$ cat config.mk
export PLATFORM = sky130hd
export DESIGN_NAME = data_bus_bridge
export DESIGN_NICKNAME = d
export VERILOG_FILES = /design/src/rtl/data_bus_bridge.sv
export SDC_FILE = /design/constraint.sdc
export NUM_CORES = 1
export LEC_CHECK = 0
export ABC_AREA = 1
export CORE_ASPECT_RATIO = 0.7
export CORE_MARGIN = 10
export CORE_UTILIZATION = 25
export CTS_CLUSTER_DIAMETER = 100
export DETAILED_ROUTE_END_ITERATION = 16
export GPL_TIMING_DRIVEN = 0
export PLACE_DENSITY_LB_ADDON = 0.05
export SLEW_MARGIN = 20
export SYNTH_ARGS = -nofsm -noshare
export SYNTH_HDL_FRONTEND = slang
export SYNTH_SLANG_ARGS = --single-unit
$ cat constraint.sdc
create_clock -name clock -period 1.95 [get_ports clock]
set_input_delay 0.195 -clock clock [delete_from_list [all_inputs] [get_ports clock]]
set_output_delay 0.195 -clock clock [all_outputs]
set_load 0.03 [all_outputs]
$ cat src/rtl/data_bus_bridge.sv
// data_bus_bridge: CPU load/store port to valid/ready word bus.
// Ports: CPU load/store/address/store_data/load_data/stall;
//   bus_req_* request, bus_resp_* response; err_clear/bus_error.
module data_bus_bridge #(
  parameter int unsigned TIMEOUT = 255
) (
  input  logic        clock,
  input  logic        reset,
  input  logic        load,
  input  logic        store,
  input  logic [31:0] address,
  input  logic [31:0] store_data,
  output logic [31:0] load_data,
  output logic        stall,
  output logic        bus_req_valid,
  input  logic        bus_req_ready,
  output logic        bus_req_we,
  output logic [31:0] bus_req_addr,
  output logic [31:0] bus_req_wdata,
  input  logic        bus_resp_valid,
  input  logic [31:0] bus_resp_rdata,
  input  logic        bus_resp_err,
  input  logic        err_clear,
  output logic        bus_error
);

  localparam logic [1:0] IDLE = 2'd0;
  localparam logic [1:0] REQ  = 2'd1;
  localparam logic [1:0] WAIT = 2'd2;
  localparam logic [1:0] DONE = 2'd3;

  localparam logic [7:0] CNT_LAST =
    8'(TIMEOUT - 1);

  logic [1:0]  state;
  logic [7:0]  cnt;
  logic        we_q;
  logic [31:0] addr_q;
  logic [31:0] wdata_q;

  logic req;
  logic aligned;
  logic expired;
  logic err_evt;

  assign req     = load | store;
  assign aligned = (address[1:0] == 2'b00);
  assign expired = (cnt == CNT_LAST);

  // Misaligned access, error response, or timeout.
  always_comb begin
    err_evt = 1'b0;
    unique case (1'b1)
      (state == IDLE):
        err_evt = req & ~aligned;
      (state == WAIT):
        err_evt = bus_resp_valid
                ? bus_resp_err
                : expired;
      default:
        err_evt = 1'b0;
    endcase
  end

  assign stall = ((state == IDLE) & req)
               | (state == REQ)
               | (state == WAIT);

  assign bus_req_valid = (state == REQ);
  assign bus_req_we    = we_q;
  assign bus_req_addr  = addr_q;
  assign bus_req_wdata = wdata_q;

  always_ff @(posedge clock or negedge reset) begin
    if (!reset) begin
      state     <= IDLE;
      cnt       <= 8'd0;
      we_q      <= 1'b0;
      addr_q    <= 32'd0;
      wdata_q   <= 32'd0;
      load_data <= 32'd0;
      bus_error <= 1'b0;
    end else begin
      // A new error wins over a clear.
      if (err_evt)
        bus_error <= 1'b1;
      else if (err_clear)
        bus_error <= 1'b0;

      unique case (state)
        IDLE: begin
          if (req && aligned) begin
            state   <= REQ;
            we_q    <= store & ~load;
            addr_q  <= {address[31:2], 2'b00};
            wdata_q <= store_data;
          end else if (req) begin
            state <= DONE;
            if (load)
              load_data <= 32'd0;
          end
        end
        REQ: begin
          if (bus_req_ready) begin
            state <= WAIT;
            cnt   <= 8'd0;
          end
        end
        WAIT: begin
          if (bus_resp_valid) begin
            state <= DONE;
            if (bus_resp_err)
              load_data <= 32'd0;
            else if (!we_q)
              load_data <= bus_resp_rdata;
          end else if (expired) begin
            state     <= DONE;
            load_data <= 32'd0;
          end else begin
            cnt <= cnt + 8'd1;
          end
        end
        default: state <= IDLE;
      endcase
    end
  end

endmodule
==> impl_metrics.json <==
{
  "path_class": "reg2out",
  "route.detailed.drc": 0,
  "power.leakage_nw": 3.769,
  "cts_buffer_depth": 2,
  "avgSynthCellArea_um2": 7.991,
  "multi_input_area_um2": 1782,
  "crit_family": "buffers and inverters",
  "synth.area.top_cells": "dfrtp_1, nand2_1, nand4_1, inv_1, nor2_1",
  "ys_types": 21,
  "drive_above_1_share_pct": 7.195,
  "final_antenna_net_count": 0,
  "fin_nets": 925,
  "crit_buf_inv": 3,
  "cp_max_fo": 10,
  "cp-start-kind": "register",
  "area_growth_pct": 59.08,
  "max_slew_margin_pct": 57.28,
  "antenna_found_initial": 0,
  "max_cap_violations": 0,
  "clock_skew_ns": 0.007410,
  "ys_warn_count": 0,
  "gp_congestion": 0.7819,
  "synth_area_um2": 4731,
  "grt_pass1_vias": 4616,
  "busiest_layer": "met2",
  "die_area_um2": 24910,
  "cts.htree.levels": 3,
  "seq_area_um2": 2653,
  "gr-total-overflow": 0,
  "clk-insertion-delay-late_ns": 0.35,
  "numCtsBuffers": 9,
  "drt_iter0_markers": 266,
  "track_usage_pct": 13.30,
  "max_stage_delay_ns": 0.41,
  "path_cells": "buf_4 > ha_4 > buf_4 > nor2_1 > nand2_1 > buf_2",
  "avgViaCountPerCell": 4.239,
  "fin_area_um2": 7526,
  "ioPinCount": 204,
  "finalHoldViolations": 0,
  "cp.required_ns": 1.75,
  "max_freq_mhz": 551.9,
  "status": "complete, no violations",
  "grt_pass1_wl_um": 26080,
  "path_common_cell": "buf_4",
  "n_antenna_cell": 0,
  "fillers": 1871,
  "port_buffers": 201,
  "die_x_um": 184.4,
  "finalNonFillerCells": 1056,
  "ys_seq_area_share_pct": 56.07,
  "crit_arrival_ns": 1.62,
  "dp_hpwl_um": 12620,
  "slew_viol_final": 0,
  "cts_tree": "yes",
  "yosysTopAreaCellShare_pct": 56.07,
  "tightest_slew_ns": 0.6408,
  "floorplan.initialDensity_pct": 25.83,
  "clk_pin_slew_ns": 0.07,
  "dp_cells": 1031,
  "drt_pass1_iterations": 4,
  "power.density_nw_per_um2": 1528,
  "num_vias": 4476,
  "grt_use_met1_pct": 17.75,
  "wl_um": 16710,
  "global_route.usage.met3_pct": 5.413,
  "crit_slowest_cell": "dfrtp_1",
  "wire_per_inst_um": 15.82,
  "hold_path_class": "in2reg",
  "die_h_um": 135.1,
  "synth_seq_cells": 106,
  "peakVddDrop_mv": 0.6731,
  "synth_top_cell_by_area": "dfrtp_1",
  "place_area_um2": 7071,
  "core_area_um2": 18310,
  "cts_root_buf": "clkbuf_16",
  "period_needed_ns": 1.812,
  "gr-usage-met2_pct": 19.32,
  "cts.sinks": 106,
  "row_count": 41,
  "syn-instance-count": 592,
  "grt_max_degree": 65,
  "end_kind": "output port",
  "setup_tns_ns": 0,
  "fin_crit_sh_pct": 92.91,
  "finalSetupViolCount": 0
}
==> cells in the final DEF, fill, tap and decap left out, drive strengths merged <==
cell type      netlist  final
clkbuf              12     25
nand4               33     33
dlygate4sd2          0      1
clkinv               0      1
nand3               12     12
inv                 50     52
dlygate4sd3          0      1
dfrtp              106    106
o211ai               1      1
o21bai               1      1
xor2                 3      3
clkdlybuf4s50        0    198
nor2                45     45
buf                 20     28
nand2              288    288
conb                 1      2
bufinv               0      1
nand3b               1      1
ha                   6      6
clkinvlp             0      2
o21ai               12     12
and2                 1      1
==> cells in the mapped netlist (all sizes together) <==
master	n
buf	20
dfrtp	106
o21ai	12
xor2	3
nor2	45
conb	1
clkbuf	12
inv	50
nand3	12
ha	6
o211ai	1
o21bai	1
nand4	33
and2	1
nand3b	1
nand2	288
==> tightest hold or removal path, delay by kind of cell <==
| family | cells | cell delay (ns) |
|---|---|---|
| and+or+nand+nor | 2 | 0.10 |
| buffers and inverters | 1 | 0.39 |
==> logic make-up (layout without fill, tap and decap cells) <==
| kind of cell | count (synthesis) | after routing | share of synthesized area (%) |
|---|---|---|---|
| xor gates and xnor gates | 3 | 3 | 0.5555 |
| adders and majority gates | 6 | 6 | 1.587 |
| and+or+nand+nor | 380 | 380 | 32.77 |
| buffers and inverters | 82 | 309 | 7.352 |
| DFF | 106 | 106 | 56.07 |
| AOI/OAI and AO/OA | 14 | 14 | 1.587 |
| other | 1 | 2 | 0.07927 |
==> through the flow <==
stage / setup WS [ns] / util, % / hold slack (ns) / power [mW]
floorplan: 0.3048 / - / -0.1006 / 6.710
global placement: -3.723 / 38.45 / 0.4536 / 9.314
detailed placement: -0.1659 / 38.61 / 0.2507 / 9.355
CTS: 0.006532 / 40.41 / 0.3528 / 11.35
global route: -0.01865 / 41.09 / 0.3652 / 12.27
finish: 0.1382 / 41.09 / 0.3732 / 11.50
==> path summary, 6_finish.rpt <==
| check | from | endpoint | slack (ns) | cells past startpoint |
|---|---|---|---|---|
| worst max register to register | state[0] | load_data[1] | 0.15 | 10 |
| worst min-delay path | store_data[21] | bus_req_wdata[21] | 0.37 | 3 |
| worst min register to register | load_data[0] | load_data[0] | 0.47 | 2 |
| max in group asynchronous | reset | bus_req_addr[9] | 0.90 | 3 |
| min in group asynchronous | reset | load_data[19] | 0.41 | 2 |
| worst max-delay path | state[1] | stall | 0.14 | 6 |
==> repair_timing <==
item,CTS,global route
buffers inserted,0,8
resized for setup,8,17
endpoints found under the hold margin,63,0
cloned,0,1
endpoints found under the setup margin,92,53
pin swaps,1,3
hold buffers,1,0
==> layout make-up <==
| cell class | instances | share of cell area (%) |
|---|---|---|
| Multi-Input combinational cell | 405 | 23.67 |
| Inverter | 50 | 2.494 |
| Clock buffer | 10 | 3.042 |
| Tap cell | 236 | 3.924 |
| Buffer | 31 | 2.344 |
| Sequential cell | 106 | 35.25 |
| Timing Repair Buffer | 212 | 28.30 |
| Clock inverter | 6 | 0.9809 |
==> per-layer routing <==
| layer | up-vias | wire length (um) |
|---|---|---|
| met5 | - | 0 |
| met4 | 0 | 223 |
| met3 | 14 | 1542 |
| met2 | 132 | 7074 |
| met1 | 2071 | 7868 |
| li1 | 2259 | - |
==> power breakdown <==
group	total [mW]	internal (mW)	switching, mW
clock network	1.90	1.01	0.882
registers	3.48	3.01	0.472
logic	6.12	2.46	3.66
==> registers in the layout (all words and copies together) (netlist names) <==
register and cells:
bus_req_wdata 32, bus_error 1, state 2, load_data 32
cnt 8, bus_req_we 1, bus_req_addr 30
No activity file was read; power rests on OpenSTA's default activity.
